**src/rtl/seq_divider_if.sv**
```systemverilog
// -----------------------------------------------------------------------------
// seq_divider_if
// Handshake and data bundle between the control unit and the sequential divider.
//
//   start     control -> divider  request a division (sampled only while idle)
//   A, B      control -> divider  signed dividend / divisor
//   Chigh     divider -> control  remainder (HI)
//   Clow      divider -> control  quotient  (LO)
//   busy      divider -> control  operation in progress
//   done      divider -> control  one-cycle result strobe
//   div_zero  divider -> control  last result came from a zero divisor
// -----------------------------------------------------------------------------
interface seq_divider_if #(
   parameter int WIDTH = 32
);
   logic             start;
   logic [WIDTH-1:0] A;
   logic [WIDTH-1:0] B;
   logic [WIDTH-1:0] Chigh;
   logic [WIDTH-1:0] Clow;
   logic             busy;
   logic             done;
   logic             div_zero;

   modport master (
      output start, A, B,
      input  Chigh, Clow, busy, done, div_zero
   );

   modport slave (
      input  start, A, B,
      output Chigh, Clow, busy, done, div_zero
   );
endinterface

```
**src/rtl/seq_divider.sv**
```systemverilog
// -----------------------------------------------------------------------------
// seq_divider
// Multi-cycle signed divider, one quotient bit per clock (non-restoring).
// Results follow the HI/LO convention: Chigh = remainder, Clow = quotient.
// Division truncates toward zero; the remainder takes the dividend's sign.
//
//   clock  in   rising-edge clock
//   clear  in   synchronous active-high reset, highest priority
//   bus    slave side of seq_divider_if (start/A/B in; Chigh/Clow/busy/done/
//          div_zero out)
//
// Timeline (e0 = edge accepting start): LOAD at e1, ITER e2..e(WIDTH+1),
// CORRECT writes the result at e(WIDTH+2). A zero divisor writes at e1.
// -----------------------------------------------------------------------------
module seq_divider #(
   parameter int WIDTH = 32
) (
   input  logic        clock,
   input  logic        clear,
   seq_divider_if.slave bus
);
   localparam int CW = $clog2(WIDTH);

   typedef enum logic [1:0] {IDLE, LOAD, ITER, CORRECT} state_t;

   state_t           state_q, state_d;
   logic             busy_d, done_d;
   logic [CW-1:0]    count;

   // Working registers of the iteration
   logic [WIDTH-1:0] a_reg, b_reg;     // operands as captured at e0
   logic [WIDTH-1:0] q_reg;            // dividend magnitude shifting into quotient
   logic [WIDTH-1:0] m_reg;            // divisor magnitude
   logic [WIDTH:0]   r_reg;            // signed partial remainder, one guard bit
   logic             sign_q, sign_r;

   logic             b_zero;
   logic [WIDTH-1:0] a_abs, b_abs;
   logic [WIDTH:0]   r_shift, r_step;
   logic [WIDTH-1:0] rem_mag, quot, rem;

   // Magnitudes; -(-2^(WIDTH-1)) wraps to 2^(WIDTH-1), which is the correct
   // unsigned magnitude.
   assign b_zero  = (b_reg == '0);
   assign a_abs   = a_reg[WIDTH-1] ? -a_reg : a_reg;
   assign b_abs   = b_reg[WIDTH-1] ? -b_reg : b_reg;

   // Non-restoring step: subtract while the remainder is non-negative, add
   // back while it is negative; the new quotient bit is the inverted sign.
   assign r_shift = {r_reg[WIDTH-1:0], q_reg[WIDTH-1]};
   assign r_step  = r_reg[WIDTH] ? (r_shift + {1'b0, m_reg})
                                 : (r_shift - {1'b0, m_reg});

   // Final correction; the corrected remainder is below M, so WIDTH bits hold it.
   assign rem_mag = r_reg[WIDTH] ? (r_reg[WIDTH-1:0] + m_reg) : r_reg[WIDTH-1:0];
   assign quot    = sign_q ? -q_reg   : q_reg;
   assign rem     = sign_r ? -rem_mag : rem_mag;

   // State register
   // NOTE: clocked state uses non-blocking assignments so every register
   // samples pre-edge values, independent of block ordering.
   always_ff @(posedge clock) begin
      if (clear) state_q <= IDLE;
      else       state_q <= state_d;
   end

   // Next-state and handshake decode
   always_comb begin
      // NOTE: every output gets a default first so no path leaves one
      // unassigned, which would otherwise infer a latch.
      state_d = state_q;
      busy_d  = bus.busy;
      done_d  = 1'b0;
      case (state_q)
         IDLE: begin
            if (bus.start) begin
               state_d = LOAD;
               busy_d  = 1'b1;
            end
         end
         LOAD: begin
            if (b_zero) begin
               state_d = IDLE;
               busy_d  = 1'b0;
               done_d  = 1'b1;
            end else begin
               state_d = ITER;
            end
         end
         ITER: begin
            if (count == CW'(WIDTH - 1)) state_d = CORRECT;
         end
         CORRECT: begin
            state_d = IDLE;
            busy_d  = 1'b0;
            done_d  = 1'b1;
         end
         default: state_d = IDLE;
      endcase
   end

   // Handshake outputs, result registers and iteration counter
   always_ff @(posedge clock) begin
      if (clear) begin
         bus.busy     <= 1'b0;
         bus.done     <= 1'b0;
         bus.Chigh    <= '0;
         bus.Clow     <= '0;
         bus.div_zero <= 1'b0;
         count        <= '0;
      end else begin
         bus.busy <= busy_d;
         bus.done <= done_d;
         if (state_q == LOAD)      count <= '0;
         else if (state_q == ITER) count <= count + CW'(1);
         if (state_q == LOAD && b_zero) begin
            bus.Clow     <= '1;
            bus.Chigh    <= a_reg;
            bus.div_zero <= 1'b1;
         end else if (state_q == CORRECT) begin
            bus.Clow     <= quot;
            bus.Chigh    <= rem;
            bus.div_zero <= 1'b0;
         end
      end
   end

   // Datapath working registers
   // NOTE: these carry no reset; each is loaded in IDLE/LOAD before it is
   // read, and the state register alone decides whether they matter.
   always_ff @(posedge clock) begin
      case (state_q)
         IDLE: begin
            if (bus.start) begin
               a_reg <= bus.A;
               b_reg <= bus.B;
            end
         end
         LOAD: begin
            sign_q <= a_reg[WIDTH-1] ^ b_reg[WIDTH-1];
            sign_r <= a_reg[WIDTH-1];
            q_reg  <= a_abs;
            m_reg  <= b_abs;
            r_reg  <= '0;
         end
         ITER: begin
            r_reg <= r_step;
            q_reg <= {q_reg[WIDTH-2:0], ~r_step[WIDTH]};
         end
         default: ;
      endcase
   end
endmodule

```
**src/flat_wrapper.sv**
```systemverilog
// flat-port wrapper written by rule: the top's interface ports become plain ports
module seq_divider_flat 
#(
   parameter int WIDTH = 32
)
  (clock, clear, bus_start, bus_A, bus_B, bus_Chigh, bus_Clow, bus_busy, bus_done, bus_div_zero);
  seq_divider_if #(.WIDTH(WIDTH)) bus_i ();
  input  logic clock;
  input  logic clear;
  input wire logic [$bits(bus_i.start)-1:0] bus_start;
  input wire logic [$bits(bus_i.A)-1:0] bus_A;
  input wire logic [$bits(bus_i.B)-1:0] bus_B;
  output wire logic [$bits(bus_i.Chigh)-1:0] bus_Chigh;
  output wire logic [$bits(bus_i.Clow)-1:0] bus_Clow;
  output wire logic [$bits(bus_i.busy)-1:0] bus_busy;
  output wire logic [$bits(bus_i.done)-1:0] bus_done;
  output wire logic [$bits(bus_i.div_zero)-1:0] bus_div_zero;
  assign bus_i.start = bus_start;
  assign bus_i.A = bus_A;
  assign bus_i.B = bus_B;
  assign bus_Chigh = bus_i.Chigh;
  assign bus_Clow = bus_i.Clow;
  assign bus_busy = bus_i.busy;
  assign bus_done = bus_i.done;
  assign bus_div_zero = bus_i.div_zero;
  seq_divider #(.WIDTH(WIDTH)) u_core (.clock(clock), .clear(clear), .bus(bus_i));
endmodule
```
**config.mk**
```make
export PLATFORM = sky130hd
export DESIGN_NAME = seq_divider_flat
export DESIGN_NICKNAME = d
export VERILOG_FILES = /design/src/rtl/seq_divider_if.sv /design/src/rtl/seq_divider.sv /design/src/flat_wrapper.sv
export SDC_FILE = /design/constraint.sdc
export NUM_CORES = 1
export LEC_CHECK = 0
export ABC_AREA = 1
export CORE_MARGIN = 3
export CORE_UTILIZATION = 45
export CTS_CLUSTER_SIZE = 24
export DETAILED_ROUTE_END_ITERATION = 10
export GPL_ROUTABILITY_DRIVEN = 0
export PLACE_DENSITY_LB_ADDON = 0.05
export SLEW_MARGIN = 20
export SYNTH_ARGS = -nofsm -noshare
export SYNTH_HDL_FRONTEND = slang
export SYNTH_SLANG_ARGS = --single-unit
```
**constraint.sdc**
```tcl
create_clock -name clock -period 4.3 [get_ports clock]
set_input_delay 0.645 -clock clock [delete_from_list [all_inputs] [get_ports clock]]
set_output_delay 0.645 -clock clock [all_outputs]
set_load 0.05 [all_outputs]
```
======== Yosys cells after proc, flatten, opt, wreduce, memory -nomap -nowiden ========
Index checks and enable logic that the tools add are counted.
word-level totals
  word-level logic and storage cells ...... 65
  input bits .............................. 67
  register bits ........................... 237
  output and inout port bits .............. 67
operators by class
  reductions and logical operators ........ 10
  eq/ne operators ......................... 7
  bitwise operators ....................... 2
  add/subtract/negate cells ............... 8
  mux-type cells .......................... 23
operators by type and width
  operator                                                          count
  32-bit 2-to-1 mux                                                 8
  32-bit negation                                                   4
  33-bit one-hot mux with 2 select lines                            1
  32-bit one-hot mux with 2 select lines                            1
  33-bit by 32-bit adder with 33-bit output                         1
  33-bit 2-to-1 mux                                                 1
  33-bit by 32-bit subtractor with 33-bit output                    1
  32-bit adder                                                      1
  32-bit logical NOT                                                1
  31-bit 2-to-1 mux                                                 1
  2-bit one-hot mux with 4 select lines                             1
  2-bit 2-to-1 mux                                                  3
  5-bit by 1-bit adder with 5-bit output (second input constant)    1
  5-bit == test (second input constant)                             1
  1-bit 2-to-1 mux                                                  5
  2-bit == test (second input constant)                             2
  2-bit by 1-bit != test with 1-bit output (second input constant)  2
  2-bit AND reduction                                               2
  2-bit nonzero test                                                2
  1-bit one-hot mux with 3 select lines                             1
  3-bit AND reduction                                               1
  3-bit nonzero test                                                1
  2-bit by 1-bit == test with 1-bit output (second input constant)  1
  2-bit logical NOT                                                 1
  other kinds (6)                                                   6

======== Depth between registers and ports, before layout ========
Gate-level depths: netlist of the first run.
  word-level depth ........................ 6
  depth in mapped cells ................... 25
  gate-level depth less buffers ........... 25

======== Worst setup path before layout of the first run ========
OpenSTA, ideal clock, no wires.
  path kind ............................... reg-to-reg
  start ................................... reg u_core.r_reg[32]
  end ..................................... reg u_core.r_reg[28], data pin
  setup time .............................. 0.253 ns
  data required time ...................... 4.047 ns
  path slack .............................. 0.479 ns
  period minus slack after synthesis ...... 3.821 ns
  cell stages (with the launch flop) ...... 20
  path buffers ............................ 4
  arrival ................................. 3.568 ns
  cell sequence ........................... edfxtp_1 > buf_6 > inv_2 > buf_1 > clkbuf_1 > clkbuf_1 > o21ai_0 > fa_1 > nand3_1 > nand3_1 > a21oi_1 > o21ai_1 > a21boi_0 > o21ai_1 > a21boi_0 > o21ai_1 > nand2_1 > nand2_1 > nor2_1 > nor2_1
between the ends
  word-level cells in the longest chain between the ends .. 2
RTL lines
  element                                 line                text
  start: declaration                      seq_divider.sv:34   logic [WIDTH:0] r_reg;
  start signal: assignment                seq_divider.sv:147  r_reg <= r_step;
  33-bit 2-to-1 mux                       seq_divider.sv:51   assign r_step = r_reg[WIDTH] ? (r_shift + {1'b0, m_reg})
  33-bit one-hot mux with 2 select lines  seq_divider.sv:132  case (state_q)
Every way passes these cells.
A chain may end at the register's enable or synchronous reset.

======== Worst setup path in the final report of the first run ========
  start ................................... reg u_core.m_reg[2]
  end ..................................... reg u_core.q_reg[0], data pin
between the ends
  word-level cells in the longest chain between the ends .. 4
  elaborated cells between the ends (all ways) .. 5
  those cells by class .................... add/sub (2); mux (2); bitwise (1)
RTL lines
  element                                                                                                             line                                  text
  start: declaration                                                                                                  seq_divider.sv:33                     logic [WIDTH-1:0] m_reg;
  start signal: assignment                                                                                            seq_divider.sv:143                    m_reg <= b_abs;
  33-bit by 32-bit subtractor with 33-bit output / 33-bit by 32-bit adder with 33-bit output (equally long branches)  seq_divider.sv:52, seq_divider.sv:51
  33-bit 2-to-1 mux (*)                                                                                               seq_divider.sv:51
  1-bit NOT (*)                                                                                                       seq_divider.sv:148                    q_reg <= {q_reg[WIDTH-2:0], ~r_step[WIDTH]};
  32-bit one-hot mux with 2 select lines (*)                                                                          seq_divider.sv:132
  end signal: assignment                                                                                              seq_divider.sv:142                    q_reg <= a_abs;
  end signal: assignment                                                                                              seq_divider.sv:148
  end: declaration                                                                                                    seq_divider.sv:32                     logic [WIDTH-1:0] q_reg;
Mark *: on every way between the ends. The rest lies on a longest branch, timed or not.

==> results of run 1 <==
## layout make-up
type,count,area [µm²]
Tap cell,461,577
Fill cell,3479,16500
Clock inverter,15,97.6
Sequential cell,237,6380
Timing Repair Buffer,168,1620
Clock buffer,35,790
Multi-Input combinational cell,1688,8920
Inverter,329,1230
## metal layers
layer / up-vias / track usage, % / part of all wire (%)
met2: 705 / 39.2 / 41
met5: - / 0 / 0.020
met4: 2 / 5.93 / 2.2
met1: 7388 / 42.4 / 47
met3: 71 / 5.39 / 10
li1: 7904 / - / -
## per-stage QoR
step	std cells	setup TNS [ps]
2_1_floorplan	2311	0
3_3_place_gp	2882	0
3_5_place_dp	2882	0
4_1_cts	2932	0
5_1_grt	2933	-6.50
6_report	2933	0
## logic make-up (layout without fill, tap and decap cells)
family                     Yosys count  after routing
buffers and inverters              386            547
DFF                                237            237
adders and majority gates           77             77
xor gates and xnor gates           115            115
and+or+nand+nor                   1107           1107
AOI/OAI and AO/OA                  389            389
## layout by cell type, fill, tap and decap left out, types with 4 or more instances in the layout
master / netlist / final
xor2_1: 81 / 81
buf_4: 3 / 33
a211oi_1: 8 / 8
nor3_1: 34 / 32
nor4_1: 9 / 7
xnor2_1: 34 / 34
clkdlybuf4s50_1: 0 / 133
a31oi_1: 36 / 36
nand3b_1: 6 / 6
a22o_1: 5 / 5
inv_1: 320 / 319
nand4_1: 27 / 27
nor2_2: 5 / 8
nand2_2: 8 / 10
o31ai_1: 4 / 4
nand3_2: 3 / 5
o221a_2: 4 / 4
o21ai_0: 130 / 128
clkinv_1: 2 / 4
o21a_1: 10 / 10
clkinv_2: 0 / 5
nand3_1: 148 / 146
o211ai_1: 4 / 4
a21oi_1: 152 / 152
dfxtp_1: 74 / 74
edfxtp_1: 163 / 163
clkbuf_16: 0 / 30
o21ai_1: 5 / 7
nor2_1: 239 / 236
o221ai_1: 5 / 5
nand2_1: 595 / 593
ha_2: 0 / 4
or2_2: 22 / 22
ha_1: 75 / 71
inv_2: 7 / 8
## final timing paths
kind	start	endpoint	cells past startpoint
worst min register to register	u_core.bus.Chigh[0]	u_core.bus.Chigh[0]	2
worst max register to register	u_core.m_reg[2]	u_core.q_reg[0]	27
worst max-delay path	u_core.m_reg[2]	u_core.q_reg[0]	27
worst min-delay path	u_core.bus.Chigh[0]	u_core.bus.Chigh[0]	2
## worst max-delay path: stages (launching register included)
cell and delay (ps):
edfxtp_1 400, nor3_2 180, buf_4 140, nand3_2 80
nor2_1 110, nand2_1 90, nor2_2 140, nand2_2 80
nor2_1 100, nand2_1 110, nor4_2 290, nand3_1 180
nand2_2 130, nand2_1 80, xor2_1 150, ha_1 290
inv_1 80, o21bai_1 80, a21oi_1 140, nor2_1 50
nor2_1 90, o31ai_1 80, a31oi_1 130, a21boi_2 190
buf_4 120, xnor2_1 60, nor2_1 140, a21oi_1 50
## power by group through the flow
stage / Clock [mW] / Combinational [mW] / Sequential (mW)
finish: 2.29 / 4.65 / 3.22
global route: 2.42 / 5.15 / 3.24
CTS: 2.32 / 4.54 / 3.20
detailed placement: 0 / 4.52 / 3.24
global placement: 0 / 4.47 / 3.24
floorplan: 0 / 3.10 / 3.18
## repair_timing
item                       CTS  global route
hold buffers                 0             0
setup endpoints to repair    0             5
resized for setup            0            15
setup buffers                0             1
==> results.md, run 1 <==
Status:
- The flow ran to the end, and the final reports show no timing, DRC or antenna violations.

Final layout:
- The register with the most flip-flops in the layout has 33 of them.
- The repair_antennas step left the layout with diodes totalling 0.
- Of the cells placed in the final design, the portion with a size suffix greater than 1 is 6.35%.
- The relative area change from synthesis to final layout is 17.3%.
- Measured on the finished design, the core utilization comes to 54.4%.
- The post-layout net count is about 2,600.
- The finished cells cover 19,600 µm².

Place:
- Once detailed placement completed, the half-perimeter wirelength came to 43,400 µm.
- Input and output buffers added on the ports amount to 133.
- The placed cell area is 18,700 µm².
- OpenSTA, run right after detailed placement, puts the worst setup slack at between 100 and 150 ps.

STA:
- The headroom to the max-slew limit is 32.6%.
- For this run, the top clock speed supported by timing is 250 MHz.
- The max-slew violation total from the final report was 0.
- The final number of hold-violating endpoints came to 0.
- The count of final setup violators is 0.
- Of the available clock period, the critical path in the final layout requires 93.0%.
- Between clock sinks in the finished design, the worst skew comes to 14.1 ps.
- The minimum clock period after layout is 4000 ps.
- The worst slack on hold paths is approximately 470 ps.
- The transition time at the pin with the least slew margin is 1010 ps.
- Setup slack on the critical path of the routed design comes to a little over 300 ps.

Global routing:
- The first global-routing pass estimated 83,700 µm of wire.
- The largest net degree at the start of global routing is 66.
- Global routing finished with a remaining overflow of 0.
- Across every metal layer, demand over resource in global routing totals 27.3%.
- The via count of the first global-routing pass is 14,700.
- The number of antenna violations at the first check in global routing is 1.

Critical path:
- The critical path start-end classification is reg2reg.
- The worst setup path is launched from a flip-flop.
- The worst setup path is captured at a flip-flop.
- STA puts the critical path data arrival time at 4310 ps.
- For the worst setup path, the data required time is 4610 ps.
- Along the worst path, the maximum fanout reaches 4.
- The internal reg-to-reg setup slack is just over 300 ps.

Logic synthesis:
- By count the netlist is led by 595 x nand2_1, 320 x inv_1, 239 x nor2_1.
- The share of the Yosys chip area taken by registers is around two fifths.
- Counting flops and latches in the post-synthesis netlist gives 237.
- Multiplexer cells account for 0% of the synthesized area.
- Yosys mapped the design onto 59 distinct sky130hd cell types.
- The mapped netlist covers 16,700 µm².
- The most frequent cell after synthesis is nand2_1.
- The number of enable flip-flop cells after synthesis is 163.
- The count of synthesis-stage warnings from yosys is 0.
- In the synthesized netlist, the number of instances is 2,311.
- Counting every net in the synthesized netlist gives 2,455.
- The adder-cell share of the synthesized area is a little under 6%.
- After Yosys synthesis, and, or, nand and nor cells account for 27.9% of the synthesized area.
- The post-synthesis async set-or-reset flop share is 0%.
- The synthesized netlist devotes 13.2% of its cell area to compound gates.
- By area the synthesized netlist is led by edfxtp_1 29%, nand2_1 13%, dfxtp_1 8.9%.
- The most used flip-flop cell after synthesis is edfxtp_1.
- The synthesized design devotes to its leading area cell type 29.3% of total area.
- The synthesized area divided by synthesized cell count is 7.24 µm².
- The largest total area in the synthesized netlist belongs to edfxtp_1.
- The area share of xor/xnor cells in the synthesized design is 6.02%.
- The dominant combinational cell family by area after synthesis is simple AND/OR/NAND/NOR gates.

Routing:
- The vias per cell is 5.48.
- In this run the remaining antenna-violating nets after routing total 0.
- The number of remaining DRC errors is 0.
- The routed layout has between 15,000 and 20,000 vias.
- The average wire length per cell after detail routing is 18.7 µm.
- The number of iterations in the first detailed-routing pass is 5.
- The starting DRC count in detailed routing is roughly 1,800.
- The final wirelength is 54,900 µm.

Power and ir drop:
- Of the total power, registers draw 31.7%.
- Across the VDD grid, the largest voltage drop is just over 0.4 mV.
- The static leakage power is 8.77 nW.
- Power spread over the standard cell area amounts to 518 nW/µm².
- The portion of total power attributed to the clock network is 22.6%.
- The switching part of the total is between 40% and 50%.
- Summed over all nets, the switching power comes to 4.50 mW.
- The internal portion of the total power is 5.66 mW.
- The combinational group share of total power is 45.7%.
- The power after layout is 10.2 mW.

Clocking:
- Clock latency on the worst-skew pair, taken at its later pin, is 560 ps.
- The CTS tree is done.
- The TritonCTS buffer count is 27.
- The master cell of the clock root buffer is clkbuf_16.
- The number of sinks on the clock net is 237.
- The maximum clock insertion buffer count is 3.
- After clock tree synthesis, the clock-pin slew on the worst setup and hold paths is approximately 70 ps.
- CTS built an H-tree with a depth of 1.

Min path:
- The path category of the worst min-delay check is reg2reg.

Die:
- The initial core utilization is between 40 and 50%.
- The die is roughly 200 µm wide.
- The number of I/O pins is 134.
- From bottom edge to top edge, the die measures slightly below 200 µm.
- The die area is ~40,000 µm².
- After floorplanning, the core was divided into 69 placement rows.
- The placeable core region is ~36,000 µm².

Flow run:
- The number of maximum-capacitance constraint violations is 0.
No activity file was read; power rests on OpenSTA's default activity.
==> run 2: changes to the inputs <==
--- a/config.mk
+++ b/config.mk
@@ -6,7 +6,6 @@
 export NUM_CORES = 1
 export LEC_CHECK = 0
 export ABC_AREA = 1
-export CORE_MARGIN = 3
 export CORE_UTILIZATION = 45
 export CTS_CLUSTER_SIZE = 24
 export DETAILED_ROUTE_END_ITERATION = 10
==> run 2 against run 1 <==
Cell area up 0.27%. Sequential power about the same. Critical path depth down 1. Clock-buffer cell count up 5.
==> results.md, run 2 (synthesized netlist as in run 1, its figures left out) <==
Critical path:
- The signal arrival time at the worst endpoint is 4360 ps (+50 ps).
- The sort of element at the end of the critical path is a flip-flop.
- The data required time at the worst endpoint was 4560 ps (-50 ps).
- The worst setup path is launched from a flip-flop.
- The critical path start-end classification is reg2reg.
- The slowest stage cell on the critical path is edfxtp_1.
- The buffer and inverter count on the worst path is 2 (-1).
- Grouping stages by cell kind, the critical path spends the most delay in simple AND/OR/NAND/NOR gates.
- The largest stage delay on the critical path came to 420 ps (+20 ps).
- The critical-path maximum fanout is 4 (unchanged).

Global routing:
- The first-pass GRT wire length was 83,200 µm (-0.62%).
- The aggregate global-route resource usage was 28.4% (+1.1 points).
- The remaining global-route overflow was 0 (unchanged).
- The via count of the first global-routing pass is 14,800 (+0.87%).
- The largest net degree at the start of global routing is 71 (+7.6%).
- The number of antenna violations at the first check in global routing is 0 (-1).

Die:
- The height of the chip is 195 µm (-2.0%).
- The site row count is 70 (+1.4%).
- The die area is 37,900 µm² (-4.0%).
- The die span in x was 195 µm (-2.0%).
- The number of I/O pins was 134 (unchanged).
- The placeable core region is 36,600 µm² (+1.4%).
- The initial core utilization is 45.7% (-0.66 points).

STA:
- The worst slack on hold paths is 477 ps (+8.07 ps).
- Setup repair after global routing could not meet its margin everywhere.
- The count of final setup violators came to 0 (unchanged).
- The transition time at the pin with the least slew margin is 962 ps (-47.9 ps).
- The final worst slack is 195 ps (-107 ps).
- The max-slew violation total from the final report is 0 (unchanged).
- The post-route clock skew is 19.0 ps (+4.94 ps).
- The final number of hold-violating endpoints is 0 (unchanged).
- The final cycle utilization of the critical path is 95.5% (+2.5 points).
- The sum of negative setup slack is 0 ps (unchanged).
- The fmax was 244 MHz (-2.6%).
- The headroom to the max-slew limit is 35.9% (+3.3 points).
- The minimum clock period after layout is 4100 ps (+107 ps).

Clocking:
- The TritonCTS buffer count is 27 (unchanged).
- The source-to-sink clock delay at the later pin of the worst-skew pair was 560 ps (about the same).
- The deepest level of the CTS H-tree was 1 (unchanged).
- The master cell of the clock root buffer is clkbuf_16.
- TritonCTS built the clock tree.
- The number of sinks on the clock net is 237 (unchanged).
- The maximum clock insertion buffer count came to 3 (unchanged).
- The clock-pin slew on the worst setup and hold paths is 60 ps (about the same).

Power and ir drop:
- The power after layout is 10.2 mW (+0.25%).
- The static leakage power is 8.79 nW (+0.19%).
- The worst-case vdd ir drop is 0.316 mV (-22%).
- The total power per unit cell area is 518 nW/µm² (about the same).

Routing:
- The final wirelength came to 54,600 µm (-0.43%).
- The vias per cell is 5.47 (-0.13%).
- The starting DRC count in detailed routing is 1,647 (-7.5%).
- The number of iterations in the first detailed-routing pass was 7 (+2).
- The average wire length per cell after detail routing is 18.6 µm (-0.83%).
- The number of nets with antenna violations after detailed routing came to 0 (unchanged).
- The number of remaining DRC errors came to 0 (unchanged).
- The via total after detailed routing is 16,100 (+0.28%).

Final layout:
- The relative area change from synthesis to final layout is 17.6%.
- The most common library cell in the layout ignoring fill and taps is nand2_1.
- The number of diodes is 0 (unchanged).
- The library cells used most frequently in the layout, excluding fill and tap cells, are 589 x nand2_1, 318 x inv_1, 234 x nor2_1, 163 x edfxtp_1, 152 x a21oi_1.
- The fraction of the core area covered by cells at the end of the flow was 53.7% (-0.63 points).
- The post-layout net count is 2,600 (+0.19%).
- The number of fillers in the final layout is 3,557 (+2.2%).
- The proportion of layout cells with a drive suffix above 1 was 6.70% (+0.35 points).
- The number of flip-flops under the largest register name is 33 (unchanged).

Place:
- The HPWL reported at the end of detailed placement came to 42,900 µm (-1.3%).
- The count of buffers inserted at the top-level ports is 133 (unchanged).
- The setup slack after placement came to -9.15 ps (-127 ps).

Min path:
- The path category of the worst min-delay check is reg2reg.

Status:
- The run finished with clean final reports.

Flow run:
- The number of maximum-capacitance constraint violations is 0 (unchanged).
run 2: cell types whose count changed in the layout (fill, tap and decap cells not counted), moves of 3 or more:
cell / delta
nand2_1: -4
buf_4: +6
clkbuf_8: +3
nand2_2: +3
clkinv_4: -3
clkbuf_1: +3
run 2: final timing paths:
path	startpoint	end	slack, ps	cells after the start
hold reg to reg	u_core.bus.Chigh[1]	u_core.bus.Chigh[1]	480	2
setup reg to reg	u_core.m_reg[0]	u_core.q_reg[0]	200	26
setup / recovery	u_core.m_reg[0]	u_core.q_reg[0]	200	26
hold / removal	u_core.bus.Chigh[1]	u_core.bus.Chigh[1]	480	2
run 2: area by class of cell:
class	count	area, µm²	share of cell area [%]
multi-input combinational	1688	8960	45.5
sequential	237	6380	32.4
timing repair buffer	173	1640	8.36
inverter	329	1230	6.28
clock buffer	40	817	4.15
tap	468	586	2.98
clock inverter	10	53.8	0.274
run 2: where the power goes:
part,internal [mW],switching [mW]
Clock,1.31,0.954
Combinational,1.52,3.17
Sequential,2.85,0.373
run 2: layer usage:
layer	part of all wire (%)	vias up	wire (µm)	track usage [%]
li1	-	7888	-	-
met1	47	7480	25600	42.2
met2	40	646	22100	40.9
met3	9.7	101	5310	6.39
met4	3.0	0	1640	8.11
met5	0	-	0	0
run 2: worst reg2reg max path, delay by kind of cell, from the launching register on:
| family | cells | cell delay (ps) |
|---|---|---|
| simple gates | 15 | 1850 |
| compound gates | 6 | 770 |
| flops | 1 | 420 |
| fa+ha+maj | 1 | 340 |
| xor+xnor | 2 | 230 |
| buf+inv | 2 | 210 |
run 2: what timing repair did:
| action | 4_1_cts | 5_1_grt |
|---|---|---|
| setup endpoints to repair | 1 | 6 |
| hold buffers | 0 | 0 |
| gates resized for setup | 1 | 27 |
| buffers inserted | 0 | 9 |
| pin swaps | 0 | 14 |
run 2: through the flow:
step / cells / area, µm²
2_1_floorplan: 2311 / 16700
3_3_place_gp: 2887 / 18700
3_5_place_dp: 2887 / 18700
4_1_cts: 2937 / 19500
5_1_grt: 2945 / 19700
6_report: 2945 / 19700
